File: config.mk
export PLATFORM = sky130hd
export DESIGN_NAME = decode_issue_ctrl
export DESIGN_NICKNAME = d
export VERILOG_FILES = /design/src/rtl/decode_issue_ctrl.sv
export SDC_FILE = /design/constraint.sdc
export NUM_CORES = 1
export LEC_CHECK = 0
export CELL_PAD_IN_SITES_DETAIL_PLACEMENT = 0
export CELL_PAD_IN_SITES_GLOBAL_PLACEMENT = 1
export CORE_MARGIN = 2
export CORE_UTILIZATION = 41
export CTS_CLUSTER_SIZE = 8
export DETAILED_ROUTE_END_ITERATION = 16
export PLACE_DENSITY = 0.76
export SLEW_MARGIN = 0
export SYNTH_ARGS = -nofsm -noshare
export SYNTH_HDL_FRONTEND = slang
export SYNTH_SLANG_ARGS = --single-unit
File: constraint.sdc
create_clock -name clock -period 5.6 [get_ports clock]
set_input_delay 0.56 -clock clock [delete_from_list [all_inputs] [get_ports clock]]
set_output_delay 0.56 -clock clock [all_outputs]
set_load 0.02 [all_outputs]
File: src/rtl/decode_issue_ctrl.sv
// decode_issue_ctrl
// -----------------------------------------------------------------------------
// Moves instructions from the fetch unit into the decode stage through a
// 2-entry IF/ID skid buffer (main entry = head, skid entry = overflow).
// Valid/ready handshakes are used on both sides. The block also:
//   - drives the immediate-format selects (io_ctrl_0..3) for the decoder,
//   - holds the head for one cycle when it depends on a load that has just
//     issued (load-use bubble),
//   - empties itself on a synchronous pipeline flush.
//
// Ports
//   clock, reset          core clock (rising edge), async active-high reset
//   io_flush              synchronous flush (branch mispredict / trap)
//   io_in_valid/ready     fetch-side handshake (ready is registered)
//   io_in_inst/pc         fetched instruction and its PC
//   io_out_valid/ready    decode-side handshake
//   io_out_inst/pc        head instruction and PC (always the main entry)
//   io_ctrl_0..3          S / B / U / J immediate selects (all low = I-type)
//   io_illegal            head opcode unrecognised
//
// Build option
//   DECODE_ILLEGAL_EN     when defined, io_illegal flags unknown head opcodes;
//                         otherwise io_illegal is tied low.
// -----------------------------------------------------------------------------
module decode_issue_ctrl #(
    parameter int INST_W = 32,
    parameter int PC_W   = 32
) (
    input  logic              clock,
    input  logic              reset,
    input  logic              io_flush,
    input  logic              io_in_valid,
    output logic              io_in_ready,
    input  logic [INST_W-1:0] io_in_inst,
    input  logic [PC_W-1:0]   io_in_pc,
    output logic              io_out_valid,
    input  logic              io_out_ready,
    output logic [INST_W-1:0] io_out_inst,
    output logic [PC_W-1:0]   io_out_pc,
    output logic              io_ctrl_0,
    output logic              io_ctrl_1,
    output logic              io_ctrl_2,
    output logic              io_ctrl_3,
    output logic              io_illegal
);

    localparam logic [6:0] OP_R      = 7'b0110011;
    localparam logic [6:0] OP_IMM    = 7'b0010011;
    localparam logic [6:0] OP_LOAD   = 7'b0000011;
    localparam logic [6:0] OP_STORE  = 7'b0100011;
    localparam logic [6:0] OP_BRANCH = 7'b1100011;
    localparam logic [6:0] OP_LUI    = 7'b0110111;
    localparam logic [6:0] OP_AUIPC  = 7'b0010111;
    localparam logic [6:0] OP_JAL    = 7'b1101111;
    localparam logic [6:0] OP_JALR   = 7'b1100111;
    localparam logic [6:0] OP_SYSTEM = 7'b1110011;
    localparam logic [6:0] OP_FENCE  = 7'b0001111;

    // EMPTY: nothing buffered, ONE: main valid, TWO: main and skid valid
    typedef enum logic [1:0] {
        EMPTY,
        ONE,
        TWO
    } state_t;

    state_t            state;
    logic [INST_W-1:0] main_inst;
    logic [PC_W-1:0]   main_pc;
    logic [INST_W-1:0] skid_inst;
    logic [PC_W-1:0]   skid_pc;
    logic              in_ready_q;
    logic              ld_pending;
    logic [4:0]        ld_rd;

    logic              main_valid;
    logic [6:0]        opcode;
    logic [4:0]        rd;
    logic [4:0]        rs1;
    logic [4:0]        rs2;
    logic              hazard;
    logic              accept;
    logic              issue;
    logic              load_issue;

    assign main_valid = (state != EMPTY);
    assign opcode     = main_inst[6:0];
    assign rd         = main_inst[11:7];
    assign rs1        = main_inst[19:15];
    assign rs2        = main_inst[24:20];

    // Load-use dependency of the head on the load that issued last cycle.
    // rs1 is read by everything except LUI/AUIPC/JAL; rs2 only by R/S/B.
    always_comb begin
        logic rs1_dep;
        logic rs2_dep;
        rs1_dep = (rs1 == ld_rd) &&
                  !(opcode == OP_LUI || opcode == OP_AUIPC || opcode == OP_JAL);
        rs2_dep = (rs2 == ld_rd) &&
                  (opcode == OP_R || opcode == OP_STORE || opcode == OP_BRANCH);
        hazard  = ld_pending && (rs1_dep || rs2_dep);
    end

    assign io_in_ready  = in_ready_q;
    assign io_out_valid = main_valid && !hazard && !io_flush;
    assign io_out_inst  = main_inst;
    assign io_out_pc    = main_pc;

    assign accept     = io_in_valid && in_ready_q && !io_flush;
    assign issue      = io_out_valid && io_out_ready;
    assign load_issue = issue && (opcode == OP_LOAD) && (rd != 5'd0);

    // Immediate-format selects follow the head opcode; gated by main_valid so
    // a stale head after draining never drives a select.
    assign io_ctrl_0 = main_valid && (opcode == OP_STORE);
    assign io_ctrl_1 = main_valid && (opcode == OP_BRANCH);
    assign io_ctrl_2 = main_valid && (opcode == OP_LUI || opcode == OP_AUIPC);
    assign io_ctrl_3 = main_valid && (opcode == OP_JAL);

    // The illegal flag is informational only; flagged instructions still
    // issue like any other.
    always_comb begin
        io_illegal = 1'b0;
`ifdef DECODE_ILLEGAL_EN
        case (opcode)
            OP_R, OP_IMM, OP_LOAD, OP_STORE, OP_BRANCH, OP_LUI,
            OP_AUIPC, OP_JAL, OP_JALR, OP_SYSTEM, OP_FENCE: io_illegal = 1'b0;
            default:                                        io_illegal = main_valid;
        endcase
`endif
    end

    // Buffer sequencing. Flush wins over any simultaneous accept/issue and
    // also drops a pending load-use bubble. in_ready_q is kept equal to
    // "skid entry not valid" for the next cycle, so fetch never sees a
    // combinational path from io_out_ready. A TWO-state accept cannot happen
    // because in_ready_q is low there.
    always_ff @(posedge clock or posedge reset) begin
        if (reset) begin
            state      <= EMPTY;
            main_inst  <= '0;
            main_pc    <= '0;
            skid_inst  <= '0;
            skid_pc    <= '0;
            in_ready_q <= 1'b1;
            ld_pending <= 1'b0;
            ld_rd      <= 5'd0;
        end else if (io_flush) begin
            state      <= EMPTY;
            in_ready_q <= 1'b1;
            ld_pending <= 1'b0;
        end else begin
            ld_pending <= load_issue;
            if (load_issue) begin
                ld_rd <= rd;
            end
            case (state)
                EMPTY: begin
                    if (accept) begin
                        main_inst <= io_in_inst;
                        main_pc   <= io_in_pc;
                        state     <= ONE;
                    end
                end
                ONE: begin
                    if (accept && !issue) begin
                        skid_inst  <= io_in_inst;
                        skid_pc    <= io_in_pc;
                        state      <= TWO;
                        in_ready_q <= 1'b0;
                    end else if (accept && issue) begin
                        main_inst <= io_in_inst;
                        main_pc   <= io_in_pc;
                    end else if (issue) begin
                        state <= EMPTY;
                    end
                end
                TWO: begin
                    if (issue) begin
                        main_inst  <= skid_inst;
                        main_pc    <= skid_pc;
                        state      <= ONE;
                        in_ready_q <= 1'b1;
                    end
                end
                default: begin
                    state      <= EMPTY;
                    in_ready_q <= 1'b1;
                end
            endcase
        end
    end

endmodule

==> run summary, run 1 <==
Estimated wirelength of the detail-placed design: 8617 µm. The main combinational cell family by area after synthesis was multiplexers. The die is 127.2 µm tall. The category of the critical setup timing path is reg2out.

The tools report the via count of the first global-routing pass as 4201. In this run, the number of DRC markers left after iteration 0 of detailed routing was 121. Ranked by total cell area, the synthesized netlist is headed by sky130_fd_sc_hd__dfrtp_1, sky130_fd_sc_hd__mux2_2, sky130_fd_sc_hd__mux2_1, sky130_fd_sc_hd__buf_6, sky130_fd_sc_hd__xnor2_1. The static leakage power is 3.466 nW, and the power density normalized to cell area is 387.5 nW/µm². The share of cells above drive strength 1 is 39.65%.

For this design the top-level I/O count stands at 140. TritonCTS built the clock tree. After clock tree synthesis, the flow added hold-fix buffers numbering 0. In the layout the commonest cells are sky130_fd_sc_hd__mux2_2, sky130_fd_sc_hd__clkdlybuf4s50_1, sky130_fd_sc_hd__dfrtp_1. Count of input and output buffers: 138. Dividing the detail-routed via count by the number of cells gives 5.153.

The core region is 15030 µm². The initial antenna violation count was 0; the net total in the final layout was 624. The setup TNS is 0 ns. The synthesized design devotes to its leading area cell type 54.71% of total area. The remaining routing DRC violations is 0, and the final period utilization is 57.72%. The maximum operating frequency was 309.4 MHz; the H-tree depth reported by CTS was 4. The tools report the final number of setup-violating endpoints as 0. The number of vias in the routed layout is 3880, and the post-synthesis net count is 486. In this run the core area contains 45 standard-cell rows. The logs give 13100 µm for the overall routed net length and 2664 µm² for the area of the multi-input gates. The post-synthesis share of cell area spent on xor and xnor gates is 1.267%, and the number of buffers added for setup after CTS is 0.

The clock period could shrink to 3.232 ns. The count of nets left with antenna violations once routing finished came out at 0. The run gives 0.01766 ns as the largest clock skew in the final design. The logs give 7741 µm² for the post-place instance area and 1249 for the final-layout fill cell count. Setup repair after global routing left no endpoint under its margin.

Counting flops and latches in the post-synthesis netlist gives 137. The tools report the root buffer cell as sky130_fd_sc_hd__clkbuf_16. The run finished with clean final reports. The first detailed-routing pass took 4 iterations. The largest total area in the synthesized netlist belongs to sky130_fd_sc_hd__dfrtp_1. At the pin with the least slew margin, the transition time is 0.9704 ns. Clock latency on the worst-skew pair, taken at its later pin, is 0.42 ns.

The die boundary width was 127.2 µm. The sort of element at the start of the critical path was a register. The synthesized netlist occupies a cell area of 6221 µm².

Summing the sequential cell areas from Yosys gives 55.13% of the chip area. The synthesized netlist devotes 0% of its cell area to adder and majority cells. The class of the worst hold path is reg2reg. The die covers 16170 µm². The number of failing hold endpoints at the final stage came out at 0. The synthesized netlist devotes 1.327% of its cell area to compound gates. The tool flagged a number of max-cap violations equal to 0.

The arrival time of data at the critical path endpoint was 2.67 ns. The prevailing post-synth register cell was sky130_fd_sc_hd__dfrtp_1. The clock transition time at the flip-flop clock pins of the worst setup and hold paths was 0.05 ns. The logs give 38 for the count of distinct cell types in the synthesized netlist and 0.1846 mV for the worst IR drop on VDD. In the synthesized netlist, mux cells make up 35.66% of the area.

Across the whole layout, storage elements account for 3430 µm². The post-synthesis area per instance is 14.92 µm², and the synthesized instance count is 417. The hold-critical path depth is 1, and the number of clock buffers inserted by TritonCTS is 17.

In this run, synthesis inferred 0 flip-flops with an integrated enable. From synthesis to final layout, the design area changed by 32.56%. Global routing finished with a remaining overflow of 0. The number of slew-limit violations in the final report came out at 0. At the worst endpoint, the required time is 5.04 ns. The worst setup path is captured at a primary output. The deepest clock path buffer count was 2; the number of cells on the worst reg-to-reg path was 6.

For the final core area utilization, the log shows 54.86%. Summing all non-filler instances in the final layout gives an area of 8247 µm². The worst slew slack as a fraction of its limit was 35.31%; the number of gates given a new drive strength after cts was 0. Counting flops with an async set or reset pin after synthesis yields a share of 100.0%. The wire length of the first global-routing pass was 21350 µm; the wire length per cell was 17.40 µm.

Entering global routing, the biggest net connects 87 pins. The maximum fanout count along the critical path works out to 6. The tools report the initial standard-cell utilization of the core as 41.38%. Leaving out fill and tap cells, the most frequent cell in the layout is sky130_fd_sc_hd__mux2_2. Counting every sink on the clock net gives 137. Summing the areas of all and, or, nand and nor instances in the mapped netlist gives 4.264% of the synthesized area.

The final weighted congestion in routability-driven placement is 0.8546, and the number of synthesis warnings is 0. Across every metal layer, demand over resource in global routing totals 17.05%. The repair_antennas step left the layout with diodes totalling 0.
-- final timing paths --
kind | startpoint | endpoint | slack [ns]
max | io_out_inst[3] | io_out_valid | 2.37
min | skid_inst[16] | skid_inst[16] | 0.49
max reg2reg | state[0] | io_out_pc[18] | 2.60
min reg2reg | skid_inst[16] | skid_inst[16] | 0.49
max in group asynchronous | reset | skid_inst[3] | 3.78
min in group asynchronous | reset | io_out_pc[31] | 0.68
-- flip-flops by register name (all words and copies together) (netlist names) --
name	count
ld_pending	1
skid_pc	32
skid_inst	32
io_in_ready	1
io_out_pc	32
state	2
ld_rd	5
io_out_inst	32
-- per-stage QoR --
stage | std cells | worst slack, ns | power (mW) | hold slack [ns]
after floorplan | 417 | 1.374 | 1.871 | 0.4602
after global placement | 724 | 2.664 | 2.228 | 0.4694
after detailed placement | 724 | 2.600 | 2.259 | 0.4816
after CTS | 753 | 2.403 | 3.242 | 0.4932
after global routing | 753 | 2.326 | 3.370 | 0.5145
final | 753 | 2.368 | 3.196 | 0.4890
-- metal layers --
metal	GRT usage [%]	wire length, µm
met1	21.52	5769
met2	27.48	6438
met3	5.067	634
met4	7.240	262
met5	0	0
-- Yosys cell counts, types with 2 or more instances --
master and n:
sky130_fd_sc_hd__a2111oi_0 2, sky130_fd_sc_hd__clkbuf_1 9, sky130_fd_sc_hd__nand2_1 6, sky130_fd_sc_hd__nand4_1 3
sky130_fd_sc_hd__nor4b_1 2, sky130_fd_sc_hd__nor3_1 3, sky130_fd_sc_hd__a21oi_1 2, sky130_fd_sc_hd__and3_1 3
sky130_fd_sc_hd__buf_2 6, sky130_fd_sc_hd__xnor2_1 7, sky130_fd_sc_hd__xor2_1 2, sky130_fd_sc_hd__buf_6 6
sky130_fd_sc_hd__nand3b_1 2, sky130_fd_sc_hd__nor4bb_1 2, sky130_fd_sc_hd__mux2_1 9, sky130_fd_sc_hd__mux2_2 188
sky130_fd_sc_hd__nor3b_1 2, sky130_fd_sc_hd__nor2_1 6, sky130_fd_sc_hd__dfrtp_1 136, sky130_fd_sc_hd__nor2b_1 3
-- worst max-delay path: stages, from the launching register on --
cell                              delay [ns]
sky130_fd_sc_hd__dfrtp_1                0.44
sky130_fd_sc_hd__nor4bb_1               0.37
sky130_fd_sc_hd__and3_1                 0.23
sky130_fd_sc_hd__or4_4                  0.15
sky130_fd_sc_hd__nand2_1                0.08
sky130_fd_sc_hd__nor3_1                 0.32
sky130_fd_sc_hd__clkdlybuf4s50_1        0.67
-- cell type report --
type                            instances  area share, %
Multi-Input combinational cell        257          32.30
Clock inverter                          4         0.2428
Inverter                                1         0.1062
Timing Repair Buffer                  141          17.02
Tap cell                              188          2.852
Clock buffer                           25          5.887
Sequential cell                       137          41.59
-- kinds of logic after synthesis --
family	count (synthesis)
other	1
flip-flops	137
multiplexers	197
XOR/XNOR	9
AND/OR/NAND/NOR	41
AO/OA/AOI/OAI	9
buffers and inverters	23
-- power by group --
group / internal, mW / switching, mW / total, mW / leakage [nW]
combinational: 0.475 / 0.334 / 0.809 / 1.55
sequential: 1.26 / 0.166 / 1.42 / 1.67
clock: 0.589 / 0.376 / 0.965 / 0.253
No activity file was read; power rests on OpenSTA's default activity.
==> inputs of run 2 (changes only) <==
==> constraint.sdc (replaced) <==
create_clock -name clock -period 3.1 [get_ports clock]
set_input_delay 0.31 -clock clock [delete_from_list [all_inputs] [get_ports clock]]
set_output_delay 0.31 -clock clock [all_outputs]
set_load 0.02 [all_outputs]
==> run summary, run 2 (synthesis gave the netlist of run 1 again) <==
The run finished with clean final reports. Number of failing hold endpoints at the final stage: 0. The run gives 4223 as the via count of the first global-routing pass. The root buffer cell was sky130_fd_sc_hd__clkbuf_16. The run gives 17 as the number of clock buffers inserted by TritonCTS. The count of nets left with antenna violations once routing finished came out at 0. The area taken by flip-flops and latches was 3430 µm². Clock transition time at the flip-flop clock pins of the worst setup and hold paths: 0.06 ns. Measured on the finished design, the core utilization comes to 55.72%. For the maximum operating frequency, the log shows 345.1 MHz. The number of gates resized after CTS was 0. The number of I/O pins was 140. Setup violations remaining at the end of the flow were counted as 0.

The post-route netlist has 40.28% of its cells at a drive strength greater than 1. The tools report the maximum number of pins on one net before global-route repair as 84. The tool flagged a number of max-cap violations equal to 0. Growth of design area from synthesis to finish: 34.65%. Measured against its own limit, the worst slew margin works out to 39.33%. Dividing total power by cell area gives a power density of 716.3 nW/µm². The wire length per cell came out at 17.20 µm. The die is 127.2 µm tall. Across the routed clock network, the largest skew measured is 0.006892 ns.

Initial antenna violation count: 0. The final period utilization was 93.48%; the number of vias in the routed layout was 3910. For the antenna diode instance count, the log shows 0.

Global routing consumed, over all layers together, 17.07% of the routing resources. The logs give 41.38% for the initial standard-cell utilization of the core and 2 for the deepest clock path buffer count. The run gives 21800 µm as the wire length of the first global-routing pass. The reg-to-reg critical path startpoint was io_out_inst[6]. At the end of routability-driven placement, the weighted congestion stood at 0.8218. The sort of element at the start of the critical path is a register.

The maximum fanout count along the critical path is 7. The path class of the tightest hold or removal check is in2async. The run gives 0 as the remaining routing DRC violations. For flop-to-flop paths, the worst setup slack is 0.39 ns. In this run the critical register-to-register path is captured at io_out_inst[13].

Die boundary width: 127.2 µm. The H-tree was split into 4 levels. In the layout the commonest cells are sky130_fd_sc_hd__mux2_2, sky130_fd_sc_hd__clkdlybuf4s50_1, sky130_fd_sc_hd__dfrtp_1. For the worst setup path, the data arrival time is 2.59 ns. For the number of hold-repair buffers added at the cts stage, the log shows 0. The logs give 0.3954 mV for the worst IR drop on VDD and 156 for the number of DRC violations after detailed-routing iteration 0.

Dividing the detail-routed via count by the number of cells gives 5.152. TritonCTS built the clock tree. The worst setup path is captured at a primary output. The tools report the net total in the final layout as 627.

Total number of placement rows: 45. The tools report the total global routing overflow as 0. The post-layout minimum cycle time was 2.898 ns; the die outline area was 16170 µm². The layout has 1244 filler cells. The number of sinks driven by the clock tree was 137.

The tools report the number of iterations in the first detailed-routing pass as 4. Setup repair after global routing left no endpoint under its margin. The overall routed net length is 13050 µm, and the setup TNS is 0 ns. The worst-skew pair later-pin latency is 0.41 ns, and the static leakage power is 3.519 nW. The commonest non-fill, non-tap cell in the layout is sky130_fd_sc_hd__mux2_2.

The area of the multi-input gates is 2664 µm², and the core area is 15030 µm². For the number of slew-limit violations in the final report, the log shows 0. The estimated wirelength of the detail-placed design is 8629 µm, and the pin slew with the least headroom to its limit is 0.9101 ns. At the worst endpoint, the required time is 2.79 ns.

Category of the critical setup timing path: reg2out. For the number of buffers added for setup after CTS, the log shows 0. In this run the tool buffered the top-level ports with 138 buffer cells. The number of cells on the worst reg-to-reg path was 7.
## run 2: power by group
group | total [mW] | switching, mW | leakage [nW] | internal, mW
Combinational | 1.47 | 0.609 | 1.57 | 0.864
Clock | 1.96 | 0.717 | 0.281 | 1.25
Sequential | 2.56 | 0.295 | 1.67 | 2.27
## run 2: layer usage
layer / global-route usage [%] / wire (µm) / vias to the layer above
met5: 0 / 0 / -
met4: 7.111 / 261 / 0
met3: 4.062 / 578 / 18
met2: 27.77 / 6383 / 97
met1: 22.05 / 5831 / 1990
li1: - / - / 1805
## run 2: final cells by class
type	instances	share of cell area, %
clock buffer	25	5.795
tap	188	2.808
timing repair buffer	144	17.48
inverter	1	0.08962
sequential	137	40.94
clock inverter	7	1.090
multi-input combinational	257	31.80
## run 2: worst max-delay path: stages (launching register included)
cell	delay, ns
sky130_fd_sc_hd__dfrtp_1	0.47
sky130_fd_sc_hd__nor4bb_1	0.38
sky130_fd_sc_hd__and3_1	0.23
sky130_fd_sc_hd__or4_4	0.15
sky130_fd_sc_hd__nand2_1	0.09
sky130_fd_sc_hd__nor3_1	0.21
sky130_fd_sc_hd__clkdlybuf4s50_1	0.64
## run 2: through the flow
step / instance area, µm² / power, mW / hold slack, ns / setup WS (ns) / std cells
finish: 8377 / 6.000 / 0.3602 / 0.2020 / 759
global route: 8377 / 6.320 / 0.3895 / 0.03145 / 759
CTS: 8377 / 6.081 / 0.3716 / 0.1547 / 759
detailed placement: 7800 / 4.084 / 0.4819 / 0.3955 / 727
global placement: 7800 / 4.031 / 0.4691 / 0.4275 / 727
floorplan: 6225 / 3.380 / 0.4417 / 0.6644 / 417
## run 2: worst max path at each step
| stage | from | depth (start not counted) | endpoint |
|---|---|---|---|
| 2_1_floorplan | io_out_inst[3] | 7 | io_out_inst[0] |
| 3_3_place_gp | io_out_inst[6] | 7 | io_out_pc[4] |
| 3_5_place_dp | io_out_inst[6] | 7 | io_out_pc[15] |
| 4_1_cts | io_out_inst[6] | 6 | io_out_valid |
| 5_1_grt | io_out_inst[6] | 6 | io_out_valid |
| 6_report | io_out_inst[6] | 6 | io_out_valid |
==> inputs of run 3 (changes only) <==
--- a/config.mk
+++ b/config.mk
@@ -11,8 +11,9 @@
 export CORE_UTILIZATION = 41
 export CTS_CLUSTER_SIZE = 8
 export DETAILED_ROUTE_END_ITERATION = 16
-export PLACE_DENSITY = 0.76
+export PLACE_DENSITY_LB_ADDON = 0.1
 export SLEW_MARGIN = 0
 export SYNTH_ARGS = -nofsm -noshare
 export SYNTH_HDL_FRONTEND = slang
 export SYNTH_SLANG_ARGS = --single-unit
+export TNS_END_PERCENT = 20
==> run summary, run 3 (synthesis gave the netlist of run 1 again) <==
The clock share of power is 32.6%, and the post-placement setup slack is 0.5568 ns. Post-CTS timing repair inserted 0 buffers for setup. The initial standard-cell utilization of the core is 41.38%, and the post-layout minimum cycle time is 2.913 ns. In this run, the number of DRC markers left after iteration 0 of detailed routing was 123. Gates resized during post-CTS repair numbered 0. STA classifies the critical path endpoint as a primary output. The internal power of the cells totals 4.403 mW. Maximum number of pins on one net before global-route repair: 66. The worst pin sits at a relative slew slack of 36.08%. The run gives 0 as the initial antenna violation count.

Setup repair after global routing left no endpoint under its margin. The run gives 13330 µm as the overall routed net length. The longest clock path from root to sink contains 2 buffers. In this run the count of I/O pins placed on the die edge is 140. The final period utilization was 93.98%. The logs give 0 for the reported max-cap violation count and 45 for the total number of placement rows. Compared with the post-synthesis result, the final layout area differs by 34.73%. The worst setup path is of the reg2out kind. For this design the ratio of total power to cell area is 714.8 nW/µm². For this design, the CTS-stage hold fixing added 0 buffers. For the number of clock buffers inserted by TritonCTS, the log shows 17. TritonCTS built the clock tree. The highest cell delay on the worst timing path is 0.66 ns, and the number of vias in the routed layout is 3854. In the routed layout, each cell is associated on average with a via count of 5.098.

In this run the vertical extent of the chip is 127.2 µm. The required time reported for the critical path endpoint was 2.79 ns. The wire length of the first global-routing pass was 21660 µm; the H-tree depth reported by CTS was 4. Slowest library cell on the worst path: sky130_fd_sc_hd__clkdlybuf4s50_1. The number of sinks driven by the clock tree was 137.

Number of iterations in the first detailed-routing pass: 4. Overall power consumption after layout is estimated at 5.991 mW. Leaving out fill and tap cells, the most frequent cells in the layout are sky130_fd_sc_hd__mux2_2, sky130_fd_sc_hd__clkdlybuf4s50_1, sky130_fd_sc_hd__dfrtp_1. The die covers 16170 µm². In the final layout, the share of cells above drive strength 1 is 40.49%.

Summed over all cells, the static leakage comes to 3.526 nW. On the final layout, the worst clock skew is 0.004369 ns. The estimated wirelength of the detail-placed design is 8851 µm, and the number of failing hold endpoints at the final stage is 0. The combined global-route utilization of all metal layers was 17.35%; the maximum fanout count along the critical path was 6.

The total area inside the core boundary comes to 15030 µm². The number of buffer and inverter instances along the worst setup path was 1. After layout, the worst setup slack is 0.1866 ns. The run gives 0 as the total global routing overflow. The commonest non-fill, non-tap cell in the layout was sky130_fd_sc_hd__mux2_2.

Top cell family by delay on the critical path: simple AND/OR/NAND/NOR gates. Setup violations remaining at the end of the flow were counted as 0. In this run, flip-flops and latches consume 42.9% of the power. Dividing the detail-routed wire length by the instance count gives 17.63 µm. After clock tree synthesis, the clock-pin slew on the worst setup and hold paths is 0.05 ns.

The root buffer cell chosen for the clock tree is sky130_fd_sc_hd__clkbuf_16. For this design the total switching power over the nets is 1.588 mW. Class of the worst hold path: in2async.

For the pin with the worst max-slew slack, the measured transition is 0.9588 ns. At the later pin of the worst-skew pair, clock insertion delay measures 0.41 ns. The share of total power dissipated in combinational logic is 24.6%. The count of nets left with antenna violations once routing finished came out at 0.

In the final design database the tool counted 629 nets. In this run switching power makes up 26.51% of total power. The number of slew-limit violations in the final report was 0; the count of input and output buffers was 138. The logs give 0 for the remaining routing DRC violations and 0.7744 for the final weighted congestion in routability-driven placement. At the worst endpoint, the arrival time is 2.60 ns.

The worst-case IR drop observed on VDD is 0.3810 mV. The logs give 0 for the antenna diode instance count and 1242 for the final-layout fill cell count. The flow ran to the end, and the final reports show no timing, DRC or antenna violations. At the end of the flow the core is filled with cells to 55.76%. STA classifies the critical path startpoint as a register. Setup total negative slack on the finished layout was measured at 0 ns. From left edge to right edge, the die measures 127.2 µm.

For this run, the top clock speed supported by timing is 343.2 MHz. The via count of the first global-routing pass is 4116. Traced cell by cell, the critical path runs through nor4bb_1 > and3_1 > or4_4 > nand2_1 > nor3_1 > clkdlybuf4s50_1.
-- run 3: changes by cell type in the layout (fill, tap and decap cells not counted) --
| cell | delta |
|---|---|
| sky130_fd_sc_hd__buf_4 | +2 |
| sky130_fd_sc_hd__clkbuf_1 | -3 |
| sky130_fd_sc_hd__clkbuf_8 | +2 |
| sky130_fd_sc_hd__clkinv_2 | -2 |
| sky130_fd_sc_hd__clkinv_4 | -1 |
| sky130_fd_sc_hd__clkinvlp_4 | -1 |
-- run 3: through the flow --
step	hold slack, ns	cell area, µm²	cells
final	0.2107	8382	756
after global routing	0.2226	8382	756
after CTS	0.2005	8382	756
after detailed placement	0.4816	7815	729
after global placement	0.4693	7815	729
after floorplan	0.4417	6225	417
-- run 3: final timing paths --
kind | start | endpoint | slack [ns] | cells past startpoint
worst max-delay path | io_out_inst[3] | io_out_valid | 0.19 | 6
worst min-delay path | reset | skid_pc[23] | 0.21 | 2
worst max register to register | io_out_inst[3] | io_out_inst[2] | 0.52 | 7
worst min register to register | skid_pc[15] | skid_pc[15] | 0.49 | 1
max in group asynchronous | reset | skid_pc[13] | 2.10 | 3
min in group clock | skid_pc[15] | skid_pc[15] | 0.49 | 1
-- run 3: area by class of cell --
class / instances / area, µm² / area share [%]
clock buffer: 24 / 501.7 / 5.986
clock inverter: 3 / 65.06 / 0.7762
inverter: 1 / 7.507 / 0.08957
multi-input combinational: 257 / 2664 / 31.78
sequential: 137 / 3430 / 40.92
tap: 188 / 235.2 / 2.806
timing repair buffer: 146 / 1479 / 17.64
-- run 3: layer usage --
| metal | GRT usage [%] | wire (µm) |
|---|---|---|
| met1 | 22.41 | 6105 |
| met2 | 28.15 | 6441 |
| met3 | 4.188 | 529 |
| met4 | 7.240 | 251 |
| met5 | 0 | 0 |
-- run 3: power by group through the flow --
| stage | logic, mW | registers, mW | clock network, mW |
|---|---|---|---|
| floorplan | 0.617 | 2.76 | 0 |
| global placement | 1.46 | 2.57 | 0 |
| detailed placement | 1.49 | 2.60 | 0 |
| CTS | 1.49 | 2.57 | 2.01 |
| global route | 1.57 | 2.64 | 2.10 |
| finish | 1.47 | 2.57 | 1.95 |
-- run 3: worst reg2reg max path: cells and delay by family, from the launching register on --
kind            cells  cell delay [ns]
flops               1             0.43
mux                 1             0.40
simple gates        4             0.93
buf+inv             1             0.33
compound gates      1             0.37
